==> config.mk <==
export PLATFORM = sky130hd
export DESIGN_NAME = psk_pulse_scheduler_flat
export DESIGN_NICKNAME = d
export VERILOG_FILES = /design/src/rtl/psk_pulse_scheduler_if.sv /design/src/rtl/psk_pulse_scheduler.sv /design/src/flat_wrapper.sv
export SDC_FILE = /design/constraint.sdc
export NUM_CORES = 1
export LEC_CHECK = 0
export ABC_CLOCK_PERIOD_IN_PS = 3800
export CAP_MARGIN = 20
export CORE_ASPECT_RATIO = 0.7
export CORE_UTILIZATION = 58
export CTS_CLUSTER_SIZE = 30
export DETAILED_ROUTE_END_ITERATION = 10
export GPL_TIMING_DRIVEN = 0
export HOLD_SLACK_MARGIN = 0.05
export PLACE_DENSITY = 0.87
export RECOVER_POWER = 50
export SYNTH_ARGS = -nofsm -noshare
export SYNTH_HDL_FRONTEND = slang
export SYNTH_SLANG_ARGS = --single-unit
export TNS_END_PERCENT = 1
==> constraint.sdc <==
create_clock -name clk -period 3.8 [get_ports clk]
set_input_delay 0.76 -clock clk [delete_from_list [all_inputs] [get_ports clk]]
set_output_delay 0.76 -clock clk [all_outputs]
set_load 0.005 [all_outputs]
==> src/rtl/psk_pulse_scheduler_if.sv <==
// Host-side control/status bundle for the PSK pulse scheduler.
// Carries start/stop, shadow config writes, hop table writes and status.
interface psk_pulse_scheduler_if #(
  parameter int CNT_W = 16,
  parameter int HOP_N = 4,
  parameter int F0_W  = 9
);
  localparam int AW = (HOP_N > 1) ? $clog2(HOP_N) : 1;

  logic             start;
  logic             stop;
  logic             cfg_load;
  logic [CNT_W-1:0] cfg_pri;
  logic [CNT_W-1:0] cfg_width;
  logic [3:0]       cfg_mode;
  logic [5:0]       cfg_wave;
  logic             cfg_hop_en;
  logic             hop_we;
  logic [AW-1:0]    hop_waddr;
  logic [F0_W-1:0]  hop_wdata;
  logic             busy;
  logic             cfg_err;

  modport master (
    output start, stop, cfg_load,
    output cfg_pri, cfg_width, cfg_mode,
    output cfg_wave, cfg_hop_en,
    output hop_we, hop_waddr, hop_wdata,
    input  busy, cfg_err
  );

  modport slave (
    input  start, stop, cfg_load,
    input  cfg_pri, cfg_width, cfg_mode,
    input  cfg_wave, cfg_hop_en,
    input  hop_we, hop_waddr, hop_wdata,
    output busy, cfg_err
  );
endinterface

==> src/rtl/psk_pulse_scheduler.sv <==
// PRI/duty gate, carrier hop and config-apply sequencer
// feeding the m-sequence BPSK/QPSK phase datapath.
module psk_pulse_scheduler #(
  parameter int CNT_W = 16,
  parameter int HOP_N = 4,
  parameter int F0_W  = 9
) (
  input  logic                 clk,
  input  logic                 rst_n,
  psk_pulse_scheduler_if.slave host,
  output logic [F0_W-1:0]      F0,
  output logic                 FW_flag,
  output logic                 judge,
  output logic                 T_cnt,
  output logic [3:0]           mode_sel,
  output logic [5:0]           wave_sel
);
  localparam int AW = (HOP_N > 1) ? $clog2(HOP_N) : 1;

  localparam logic [1:0] S_IDLE  = 2'd0;
  localparam logic [1:0] S_APPLY = 2'd1;
  localparam logic [1:0] S_ON    = 2'd2;
  localparam logic [1:0] S_OFF   = 2'd3;

  logic [1:0]       state;
  logic [CNT_W-1:0] cnt;
  logic [CNT_W-1:0] sh_pri, sh_width;
  logic [3:0]       sh_mode;
  logic [5:0]       sh_wave;
  logic             sh_hop_en;
  logic [CNT_W-1:0] act_pri, act_width;
  logic             act_cont, act_hop_en;
  logic             pend;
  logic [F0_W-1:0]  tbl [HOP_N];
  logic [AW-1:0]    idx, nidx;
  logic             sh_ok, last_on, last_pri, do_apply;

  always_comb begin
    sh_ok = (tbl[0] != '0) && (sh_pri != '0);
    if (sh_mode != 4'b0001)
      sh_ok = sh_ok && (sh_width != '0) &&
              (sh_width < sh_pri);
    nidx = idx + AW'(1);
    last_pri = ((state == S_ON && act_cont) ||
                state == S_OFF) &&
               (cnt == act_pri - CNT_W'(1));
    last_on = (state == S_ON) && !act_cont &&
              (cnt == act_width - CNT_W'(1));
    do_apply = !host.stop && sh_ok &&
               ((state == S_IDLE && host.start) ||
                (last_pri && pend));
  end

  // Writes land at the edge, so a same-cycle boundary read sees old data.
  always_ff @(posedge clk or negedge rst_n) begin
    if (!rst_n) begin
      for (int i = 0; i < HOP_N; i++)
        tbl[i] <= F0_W'(1);
    end else if (host.hop_we) begin
      tbl[host.hop_waddr] <= host.hop_wdata;
    end
  end

  always_ff @(posedge clk or negedge rst_n) begin
    if (!rst_n) begin
      state        <= S_IDLE;
      cnt          <= '0;
      sh_pri       <= '0;
      sh_width     <= '0;
      sh_mode      <= '0;
      sh_wave      <= '0;
      sh_hop_en    <= 1'b0;
      act_pri      <= '0;
      act_width    <= '0;
      act_cont     <= 1'b0;
      act_hop_en   <= 1'b0;
      pend         <= 1'b0;
      idx          <= '0;
      F0           <= F0_W'(1);
      FW_flag      <= 1'b0;
      judge        <= 1'b0;
      T_cnt        <= 1'b1;
      mode_sel     <= 4'b0001;
      wave_sel     <= '0;
      host.busy    <= 1'b0;
      host.cfg_err <= 1'b0;
    end else begin
      judge   <= 1'b0;
      FW_flag <= 1'b0;
      if (host.stop) begin
        state     <= S_IDLE;
        T_cnt     <= 1'b1;
        host.busy <= 1'b0;
        pend      <= 1'b0;
      end else if (do_apply) begin
        state        <= S_APPLY;
        judge        <= 1'b1;
        host.busy    <= 1'b1;
        host.cfg_err <= 1'b0;
        pend         <= 1'b0;
        T_cnt        <= 1'b1;
        mode_sel     <= sh_mode;
        wave_sel     <= sh_wave;
        F0           <= tbl[0];
        idx          <= '0;
        act_pri      <= sh_pri;
        act_width    <= sh_width;
        act_cont     <= (sh_mode == 4'b0001);
        act_hop_en   <= sh_hop_en;
      end else begin
        unique case (state)
          S_IDLE: begin
            if (host.start) host.cfg_err <= 1'b1;
          end
          S_APPLY: begin
            state <= S_ON;
            cnt   <= '0;
            T_cnt <= 1'b0;
          end
          S_ON, S_OFF: begin
            cnt <= cnt + CNT_W'(1);
            if (last_pri) begin
              state <= S_ON;
              cnt   <= '0;
              T_cnt <= 1'b0;
              if (pend) begin
                host.cfg_err <= 1'b1;
                pend         <= 1'b0;
              end else if (act_hop_en) begin
                idx <= nidx;
                if (tbl[nidx] != '0) begin
                  F0      <= tbl[nidx];
                  FW_flag <= 1'b1;
                end
              end
            end else if (last_on) begin
              state <= S_OFF;
              T_cnt <= 1'b1;
            end
          end
          default: state <= S_IDLE;
        endcase
      end
      // A load landing on a boundary stays pending for the next PRI.
      if (host.cfg_load) begin
        sh_pri    <= host.cfg_pri;
        sh_width  <= host.cfg_width;
        sh_mode   <= host.cfg_mode;
        sh_wave   <= host.cfg_wave;
        sh_hop_en <= host.cfg_hop_en;
        if (state != S_IDLE && !host.stop)
          pend <= 1'b1;
      end
    end
  end
endmodule

==> src/flat_wrapper.sv <==
// flat-port wrapper written by rule: the top's interface ports become plain ports
module psk_pulse_scheduler_flat 
#(
  parameter int CNT_W = 16,
  parameter int HOP_N = 4,
  parameter int F0_W  = 9
)
  (clk, rst_n, F0, FW_flag, judge, T_cnt, mode_sel, wave_sel, host_start, host_stop, host_cfg_load, host_cfg_pri, host_cfg_width, host_cfg_mode, host_cfg_wave, host_cfg_hop_en, host_hop_we, host_hop_waddr, host_hop_wdata, host_busy, host_cfg_err);
  psk_pulse_scheduler_if #(.CNT_W(CNT_W), .HOP_N(HOP_N), .F0_W(F0_W)) host_i ();
  input  logic clk;
  input  logic rst_n;
  output logic [F0_W-1:0] F0;
  output logic FW_flag;
  output logic judge;
  output logic T_cnt;
  output logic [3:0] mode_sel;
  output logic [5:0] wave_sel;
  input wire logic [$bits(host_i.start)-1:0] host_start;
  input wire logic [$bits(host_i.stop)-1:0] host_stop;
  input wire logic [$bits(host_i.cfg_load)-1:0] host_cfg_load;
  input wire logic [$bits(host_i.cfg_pri)-1:0] host_cfg_pri;
  input wire logic [$bits(host_i.cfg_width)-1:0] host_cfg_width;
  input wire logic [$bits(host_i.cfg_mode)-1:0] host_cfg_mode;
  input wire logic [$bits(host_i.cfg_wave)-1:0] host_cfg_wave;
  input wire logic [$bits(host_i.cfg_hop_en)-1:0] host_cfg_hop_en;
  input wire logic [$bits(host_i.hop_we)-1:0] host_hop_we;
  input wire logic [$bits(host_i.hop_waddr)-1:0] host_hop_waddr;
  input wire logic [$bits(host_i.hop_wdata)-1:0] host_hop_wdata;
  output wire logic [$bits(host_i.busy)-1:0] host_busy;
  output wire logic [$bits(host_i.cfg_err)-1:0] host_cfg_err;
  assign host_i.start = host_start;
  assign host_i.stop = host_stop;
  assign host_i.cfg_load = host_cfg_load;
  assign host_i.cfg_pri = host_cfg_pri;
  assign host_i.cfg_width = host_cfg_width;
  assign host_i.cfg_mode = host_cfg_mode;
  assign host_i.cfg_wave = host_cfg_wave;
  assign host_i.cfg_hop_en = host_cfg_hop_en;
  assign host_i.hop_we = host_hop_we;
  assign host_i.hop_waddr = host_hop_waddr;
  assign host_i.hop_wdata = host_hop_wdata;
  assign host_busy = host_i.busy;
  assign host_cfg_err = host_i.cfg_err;
  psk_pulse_scheduler #(.CNT_W(CNT_W), .HOP_N(HOP_N), .F0_W(F0_W)) u_core (.clk(clk), .rst_n(rst_n), .host(host_i), .F0(F0), .FW_flag(FW_flag), .judge(judge), .T_cnt(T_cnt), .mode_sel(mode_sel), .wave_sel(wave_sel));
endmodule
==> results of run 1 <==
metal layers:
metal  share of wire [%]  wire (um)  vias up  GRT usage [%]
li1                    -          -     2852              -
met1                  44       9730     3222           42.2
met2                  45      10100      353           48.8
met3                 8.6       1920       50           7.48
met4                 2.3        515        0           10.3
met5                   0          0        -              0
cell usage in the layout, fill, tap and decap left out, types with 7 or more instances in the layout:
master	instances
nand3_1	13
or3_1	7
o21ai_0	35
nand2_1	35
dfrtp_1	151
xor2_1	11
nor4_1	17
nor3_1	15
inv_1	33
mux2_4	46
dfstp_2	7
mux2i_1	14
mux2_2	77
nor2_1	37
a21oi_1	10
nand4_1	13
and3_1	8
clkbuf_16	17
mux4_2	9
xnor2_1	24
clkbuf_1	28
nor2b_1	10
ha_1	17
clkdlybuf4s50_1	81
power by group:
| group | leakage, nW | switching (mW) | internal, mW |
|---|---|---|---|
| Sequential | 1.91 | 0.487 | 2.13 |
| Clock | 0.285 | 0.802 | 0.881 |
| Combinational | 2.08 | 0.978 | 1.23 |
| Total | 4.28 | 2.27 | 4.25 |
what timing repair did:
item / in CTS / in global routing
setup endpoints to repair: 0 / 64
gates resized for setup: 0 / 6
buffers inserted: 0 / 1
cells by family (layout without fill, tap and decap cells):
kind of cell / Yosys count / count (layout) / synth area share, %
xor+xnor: 35 / 35 / 3.62
mux: 146 / 146 / 22.4
simple gates: 195 / 195 / 12.7
compound gates: 99 / 99 / 8.04
fa+ha+maj: 18 / 18 / 2.66
buf+inv: 71 / 187 / 3.69
flops: 158 / 158 / 46.8
flip-flops by register name, summed over array words and instances (netlist names), 2 cells and up:
| register | cells |
|---|---|
| u_core.sh_pri | 16 |
| u_core.wave_sel | 6 |
| u_core.mode_sel | 4 |
| u_core.tbl | 36 |
| u_core.idx | 2 |
| u_core.sh_mode | 4 |
| u_core.cnt | 16 |
| u_core.sh_width | 16 |
| u_core.act_pri | 16 |
| u_core.act_width | 16 |
| u_core.sh_wave | 6 |
| u_core.state | 2 |
| u_core.F0 | 9 |
per-stage QoR:
stage / instance area (um^2) / util (%) / total power [mW] / instances
6_report: 10200 / 72.0 / 6.51 / 1028
5_1_grt: 10200 / 72.0 / 6.81 / 1028
4_1_cts: 10100 / 71.9 / 6.46 / 1027
3_5_place_dp: 9550 / 67.8 / 4.75 / 995
3_3_place_gp: 9530 / 67.6 / 4.60 / 994
2_1_floorplan: 8470 / - / 3.96 / 722
worst max-delay path: cells and delay by family (launching register included):
kind	cells	cell delay, ns
multiplexers	1	0.32
AND/OR/NAND/NOR	3	1.26
buffers and inverters	3	0.51
AO/OA/AOI/OAI	4	0.72
adder cells (fa/ha/maj)	1	0.27
flip-flops	1	0.47
area by class of cell:
class	count	share of cell area, %
Buffer	38	1.86
Clock buffer	17	4.19
Clock inverter	15	1.60
Inverter	33	1.22
Multi-Input combinational cell	493	41.6
Sequential cell	158	39.0
Tap cell	190	2.34
Timing Repair Buffer	84	8.18
final timing paths:
check                                      to  slack (ns)
max in group asynchronous   u_core.sh_pri[15]        0.88
hold reg to reg            u_core.mode_sel[1]        0.51
setup reg to reg            u_core.act_pri[4]        0.13
hold / removal             u_core.mode_sel[1]        0.51
min in group asynchronous        u_core.F0[6]        0.86
setup / recovery            u_core.act_pri[4]        0.13
==> flow_summary.toml, run 1 <==
[sta]
hold_violations = 0
post-route-period-util_pct = 96.7
fmax_mhz = 272
drv_slew = 80
finalSetupViolCount = 0
period_needed_ns = 3.67
fin_tns_setup_ns = 0
rsz0062_at_grt = "false"
fin_ws_ns = 0.127
worst_slew_pin_slew_ns = 1.92
clock_skew_ns = 0.0146
max_slew_margin_pct = -28.0
fin_hold_ws_ns = 0.506

[placement]
numPortBuffers = 82
dp_hpwl_um = 16100
gp_congestion = 0.915
place_ws_ns = -0.133

[drt]
viasPerCell = 6.30
via_count = 6477
drc = 0
antenna_left = 0
drt_iter0_markers = 481
routed_wl_um = 22300
first_pass_iters = 5
wl_per_cell_um = 21.7

[die]
die_h_um = 103
core_um2 = 14100
die_x_um = 146
fp-row-count = 36
start_util_pct = 60.1
design.die.area_um2 = 15100
io_pins = 84

[setup_path]
critPathMaxFanout = 10
cp-end-kind = "flip-flop"
r2r-start = "u_core.act_pri[0]"
crit_arrival_ns = 3.99
max_stage_delay_ns = 0.74
worstPathCellList = "inv_1, ha_2, or4b_2, nor3_2, o21ai_0, a21boi_0, o211a_1, buf_6, a21boi_4, nor2_4, buf_6, mux2_4"
crit_slowest_cell = "or4b_2"
crit_type = "reg2reg"
start_kind = "flip-flop"
required_ns = 4.11
crit_top_cell = "buf_6"
critPathLaunch = "u_core.act_pri[0]"
r2r.worst_path.cells = 12

[run_status]
status = "finished, violations left"
violations = "capacitance limit, slew limit"

[logic_synthesis]
syn_avg_cell_area_um2 = 11.7
yosysWarnings = 0
synth-edff-count = 0
syn-num-nets = 800
synth_top_cell_by_area = "dfrtp_1"
ys_types = 68
yosysTopAreaCellShare_pct = 44.6
synth_async_sr_flop_share_pct = 100
synth_ff_type = "dfrtp_1"
yosysSeqAreaShare_pct = 46.8
yosysMostFrequentCell = "dfrtp_1"
synth.cells.most_frequent = "dfrtp_1, mux2_2, mux2_4"
netlist_area_um2 = 8470
ys_seq_elements = 158
syn_inst = 722
synth_area_leaders = "dfrtp_1, mux2_2, mux2_4, ha_1, xnor2_1"

[cts]
cts_num_sinks = 158
clkLatencyLatePin_ns = 0.44
cts_tree = "done"
cts_max_path_buffers = 2
cts_max_level = 4
cts.root.buffer_cell = "clkbuf_16"
cts_buffers = 17
postCtsHoldBufs = 0
cts.reportedPaths.clkPinSlew_ns = 0.07

[global_routing]
grt_pass1_vias = 6481
antenna_found_initial = 0
overflow = 0
grt_pass1_wl_um = 34800
grt_usage_pct = 30.8
grt_max_degree = 81

[layout]
diodes = 0
areaGrowthSynthToFinish_pct = 19.9
multi_input_area_um2 = 4220
num-nets-final = 903
regArea_um2 = 3960
drive_above_1_share_pct = 23.5
final.fill_count = 904

[hold_path]
hold_path.class = "reg2reg"
hold_path_depth = 1
min_from = "u_core.mode_sel[1]"

[flow_run]
cap_viol_max_count = 1

[pwr]
power.leakage_nw = 4.28
vdd_drop_max_uv = 381
p_per_area_nw_per_um2 = 641
(Power assumes the default switching activity.)
==> run 2, diff against run 1 <==
--- a/config.mk
+++ b/config.mk
@@ -7,7 +7,7 @@
 export LEC_CHECK = 0
 export ABC_CLOCK_PERIOD_IN_PS = 3800
 export CAP_MARGIN = 20
-export CORE_ASPECT_RATIO = 0.7
+export CORE_ASPECT_RATIO = 1.4
 export CORE_UTILIZATION = 58
 export CTS_CLUSTER_SIZE = 30
 export DETAILED_ROUTE_END_ITERATION = 10
@@ -15,6 +15,7 @@
 export HOLD_SLACK_MARGIN = 0.05
 export PLACE_DENSITY = 0.87
 export RECOVER_POWER = 50
+export REMOVE_ABC_BUFFERS = 1
 export SYNTH_ARGS = -nofsm -noshare
 export SYNTH_HDL_FRONTEND = slang
 export SYNTH_SLANG_ARGS = --single-unit
==> run 2 against run 1 <==
Net effect:
- the flow still finishes with violations (capacitance limit, slew limit)
- final area is 0.90% lower
- core utilization is 0.67 points lower
- combinational power is 5% lower
- global-route usage is 1.7 points lower
- worst setup slack better by 0.078 ns
- critical endpoint is now u_core.act_width[3]
- largest power group unchanged
- highest routed layer unchanged
==> flow_summary.toml, run 2 (synthesized netlist as in run 1, its figures left out) <==
[sta]
hold_violations = 0
finalSetupViolCount = 0
drv_slew = 115
clock_skew_ns = 0.0134
max_slew_margin_pct = -25.6
fin_hold_ws_ns = 0.497
worst_slew_pin_slew_ns = 1.88
post-route-period-util_pct = 94.6
fin_tns_setup_ns = 0
period_needed_ns = 3.60
fmax_mhz = 278
rsz0062_at_grt = "false"

[placement]
numPortBuffers = 83
dp_hpwl_um = 14000
gp_congestion = 0.850

[cts]
clkLatencyLatePin_ns = 0.44
cts.reportedPaths.clkPinSlew_ns = 0.06
cts.root.buffer_cell = "clkbuf_16"
postCtsHoldBufs = 0
cts_buffers = 17
cts_max_path_buffers = 2
cts_num_sinks = 158
cts_tree = "done"
cts_max_level = 4

[global_routing]
grt_pass1_vias = 6568
grt_pass1_wl_um = 34300
grt_max_degree = 84
grt_usage_pct = 29.2
overflow = 0
antenna_found_initial = 0

[layout]
drive_above_1_share_pct = 24.3
utilization_pct = 71.4
layout_commonest_cell = "dfrtp_1"
regArea_um2 = 3960
layout_common_cells = "dfrtp_1, clkdlybuf4s50_1, mux2_2, mux2_4, nor2_1"
largest-register = "u_core.tbl"
num-nets-final = 869
diodes = 0
final.fill_count = 907
largest_reg_flops = 36
multi_input_area_um2 = 4260
areaGrowthSynthToFinish_pct = 18.9

[die]
die_h_um = 145
start_util_pct = 60.0
core_um2 = 14100
design.die.area_um2 = 15100
io_pins = 84
die_x_um = 104
fp-row-count = 51

[drt]
viasPerCell = 6.26
wl_per_cell_um = 20.9
routed_wl_um = 20700
drt_iter0_markers = 378
first_pass_iters = 5
drc = 0
antenna_left = 0
via_count = 6191

[hold_path]
hold_path_depth = 1
min_from = "u_core.host.cfg_err"
hold_path.class = "reg2reg"
whs_endpoint = "u_core.host.cfg_err"

[pwr]
power.leakage_nw = 4.26
p_per_area_nw_per_um2 = 650
vdd_drop_max_uv = 389
p_total_mw = 6.55

[setup_path]
cp-end-kind = "flip-flop"
crit_type = "reg2reg"
r2r_slack_ns = 0.20
timing.rr.end = "u_core.act_width[3]"
required_ns = 4.12
r2r-start = "u_core.act_pri[6]"
r2r.worst_path.cells = 10
crit_arrival_ns = 3.92
critPathMaxFanout = 26
start_kind = "flip-flop"

[flow_run]
cap_viol_max_count = 2

[run_status]
violations = "capacitance limit, slew limit"
status = "finished, violations left"
-- run 2: changes by cell type in the layout (fill, tap and decap cells not counted), moves of 2 or more --
cell       change
clkinv_2       +3
inv_8          -3
buf_12         +2
bufinv_16      +3
inv_6          -2
clkinv_8       -3
buf_1          -3
buf_6          -6
clkbuf_1      -26
-- run 2: layout make-up --
| cell class | instances | share of cell area, % |
|---|---|---|
| Inverter | 33 | 1.23 |
| Clock buffer | 17 | 4.23 |
| Multi-Input combinational cell | 493 | 42.3 |
| Clock inverter | 15 | 1.83 |
| Tap cell | 185 | 2.30 |
| Timing Repair Buffer | 88 | 8.75 |
| Sequential cell | 158 | 39.4 |
-- run 2: metal layers --
layer	vias up	GRT usage [%]	part of all wire (%)
met5	-	0	0
met4	0	16.5	4.8
met3	80	5.39	4.7
met2	217	49.6	51
met1	3131	34.5	39
li1	2763	-	-
-- run 2: critical path: stages (launching register included) --
cell      delay [ns]
dfrtp_1         0.45
or4_1           0.69
nor4b_4         0.41
mux2i_1         0.27
and4_1          0.25
and4_1          0.27
a21boi_4        0.12
nor2_4          0.18
buf_12          0.22
buf_12          0.25
mux2_4          0.33
-- run 2: worst max path at each step --
stage / from / to / cells past startpoint
final: u_core.act_pri[6] / u_core.act_width[3] / 10
after global routing: u_core.act_pri[2] / u_core.cnt[14] / 9
after CTS: u_core.act_pri[0] / u_core.act_width[3] / 12
after detailed placement: host_stop / u_core.cnt[14] / 9
after global placement: rst_n / u_core.tbl[16] / 1
after floorplan: u_core.act_pri[0] / u_core.mode_sel[1] / 9
-- run 2: per-stage QoR --
stage / setup WS [ns] / std cells / area [um^2]
2_1_floorplan: -0.352 / 684 / 8280
3_3_place_gp: -4.05 / 952 / 9340
3_5_place_dp: -0.774 / 956 / 9440
4_1_cts: 0.0599 / 989 / 10100
5_1_grt: 0.0356 / 989 / 10100
6_report: 0.204 / 989 / 10100
-- run 2: timing repair --
action / 4_1_cts / 5_1_grt
endpoints found under the setup margin: 69 / 38
buffers inserted: 1 / 0
pin swaps: 2 / 0
hold endpoints to repair: 0 / 0
resized for setup: 7 / 4
-- run 2: report_power, final --
group	internal (mW)	leakage, nW	switching [mW]
Combinational	1.21	2.05	0.891
Sequential	2.14	1.91	0.533
Clock	1.04	0.296	0.732
Total	4.39	4.26	2.16
==> run 3, diff against run 2 <==
--- a/config.mk
+++ b/config.mk
@@ -8,6 +8,7 @@
 export ABC_CLOCK_PERIOD_IN_PS = 3800
 export CAP_MARGIN = 20
 export CORE_ASPECT_RATIO = 1.4
+export CORE_MARGIN = 3
 export CORE_UTILIZATION = 58
 export CTS_CLUSTER_SIZE = 30
 export DETAILED_ROUTE_END_ITERATION = 10
==> run 3 against run 2 <==
Net effect:
- the run still ends with capacitance limit, slew limit left
- total power shrank 1.6%
- sequential share of layout area grew 0.23 points
- clock power shrank 6%
- fmax shrank 1.2%
- sequential cell count is the same
- global-route usage shrank 1.5 points
- largest cell class unchanged
- largest power group unchanged
- highest routed layer unchanged
==> flow_summary.toml, run 3 (synthesized netlist as in run 1, its figures left out) <==
[flow_run]
cap_viol_max_count = 2

[cts]
cts.root.buffer_cell = "clkbuf_16"
postCtsHoldBufs = 0
cts_max_level = 4
cts_max_path_buffers = 2
cts.reportedPaths.clkPinSlew_ns = 0.06
cts_num_sinks = 158
clkLatencyLatePin_ns = 0.43
cts_tree = "done"
cts_buffers = 17

[pwr]
sequentialPowerShare_pct = 41.6
p_per_area_nw_per_um2 = 644
power.leakage_nw = 4.24
vdd_drop_max_uv = 383
switching_share_pct = 33.9
p_total_mw = 6.44
combPwrFrac_pct = 32.6
p_clk_share_pct = 25.8
p_sw_mw = 2.18
p_int_mw = 4.26

[placement]
place_ws_ns = -0.643
dp_hpwl_um = 14000
placed_cell_area_um2 = 9440
numPortBuffers = 83
gp_congestion = 0.908

[setup_path]
timing.rr.end = "u_core.act_pri[9]"
max_stage_delay_ns = 0.68
r2r-start = "u_core.act_pri[6]"
required_ns = 4.10
start_kind = "flip-flop"
crit_arrival_ns = 3.95
crit_slowest_cell = "or4_1"
worstPathCellList = "or4_1, or4_1, a32oi_1, a21bo_1, o211a_4, a21boi_4, nor2_4, buf_12, buf_12, mux2_4"
r2r_slack_ns = 0.16
critPathMaxFanout = 26
critPathBufInv = 2
crit_type = "reg2reg"
r2r.worst_path.cells = 10
cp-end-kind = "flip-flop"
crit_family = "simple AND/OR/NAND/NOR gates"

[layout]
num-nets-final = 869
drive_above_1_share_pct = 24.0
largest_reg_flops = 36
utilization_pct = 71.0
final_cell_area_um2 = 10000
layout_common_cells = "dfrtp_1, mux2_2, clkdlybuf4s50_1, mux2_4, nor2_1"
layout_commonest_cell = "dfrtp_1"
diodes = 0
areaGrowthSynthToFinish_pct = 18.2
largest-register = "u_core.tbl"

[die]
fp-row-count = 51
start_util_pct = 60.0
die_x_um = 108
io_pins = 84
core_um2 = 14100
design.die.area_um2 = 16100
die_h_um = 149

[drt]
wl_per_cell_um = 21.5
antenna_left = 0
drt_iter0_markers = 434
drc = 0
via_count = 6353
viasPerCell = 6.42
routed_wl_um = 21300
first_pass_iters = 5

[hold_path]
hold_path.class = "reg2reg"
whs_endpoint = "u_core.host.cfg_err"
hold_path_depth = 1
min_from = "u_core.host.cfg_err"

[sta]
hold_violations = 0
fmax_mhz = 275
post-route-period-util_pct = 95.8
clock_skew_ns = 0.0138
fin_hold_ws_ns = 0.506
worst_slew_pin_slew_ns = 1.87
period_needed_ns = 3.64
fin_ws_ns = 0.159
max_slew_margin_pct = -24.7
finalSetupViolCount = 0
rsz0062_at_grt = "false"
drv_slew = 116

[global_routing]
overflow = 0
grt_max_degree = 85
grt_usage_pct = 27.6
grt_pass1_wl_um = 34400
antenna_found_initial = 0
grt_pass1_vias = 6673

[run_status]
violations = "capacitance limit, slew limit"
status = "finished, violations left"
run 3: cell types whose count changed in the layout (fill, tap and decap cells not counted), sizes merged:
cell and delta:
bufinv -2, clkbuf +1, clkdlybuf4s50 -6, clkinv +1
clkinvlp -2, dlygate4sd3 +6, inv +2
run 3: how the worst max path moves through the flow:
| stage | start | end | cells past startpoint |
|---|---|---|---|
| final | u_core.act_pri[6] | u_core.act_pri[9] | 10 |
| after global placement | rst_n | u_core.tbl[16] | 1 |
| after floorplan | u_core.act_pri[0] | u_core.mode_sel[1] | 9 |
| after CTS | host_stop | u_core.cnt[14] | 9 |
| after detailed placement | host_stop | u_core.cnt[14] | 9 |
| after global routing | u_core.sh_pri[2] | u_core.cnt[3] | 8 |
run 3: area by class of cell:
class / count / area [um^2]
well taps: 185 / 231
inverters: 33 / 124
fillers: 874 / 4100
clock inverters: 14 / 134
multi-input cells: 493 / 4240
clock buffers: 18 / 429
flip-flops and latches: 158 / 3960
repair buffers: 88 / 881
run 3: layer usage:
layer | GRT usage [%] | wire [um] | vias to the layer above | part of all wire, %
li1 | - | - | 2771 | -
met1 | 34.2 | 8130 | 3189 | 38
met2 | 45.3 | 10800 | 300 | 51
met3 | 5.59 | 1170 | 93 | 5.5
met4 | 15.1 | 1120 | 0 | 5.3
met5 | 0 | 0 | - | 0
run 3: power groups by stage:
stage	Sequential (mW)	Clock [mW]	Combinational, mW
2_1_floorplan	2.50	0	1.41
3_3_place_gp	2.61	0	1.91
3_5_place_dp	2.66	0	2.02
4_1_cts	2.65	1.67	2.08
5_1_grt	2.73	1.75	2.25
6_report	2.68	1.66	2.10
run 3: per-stage QoR:
step | setup TNS, ns | instances
6_report | 0 | 989
5_1_grt | 0 | 989
2_1_floorplan | -14.23 | 684
3_3_place_gp | -707.58 | 952
3_5_place_dp | -29.53 | 956
4_1_cts | 0 | 989
run 3: timing repair:
action,CTS,global route
buffers inserted,1,0
resized for setup,4,5
pin swaps,1,1
setup endpoints to repair,64,53
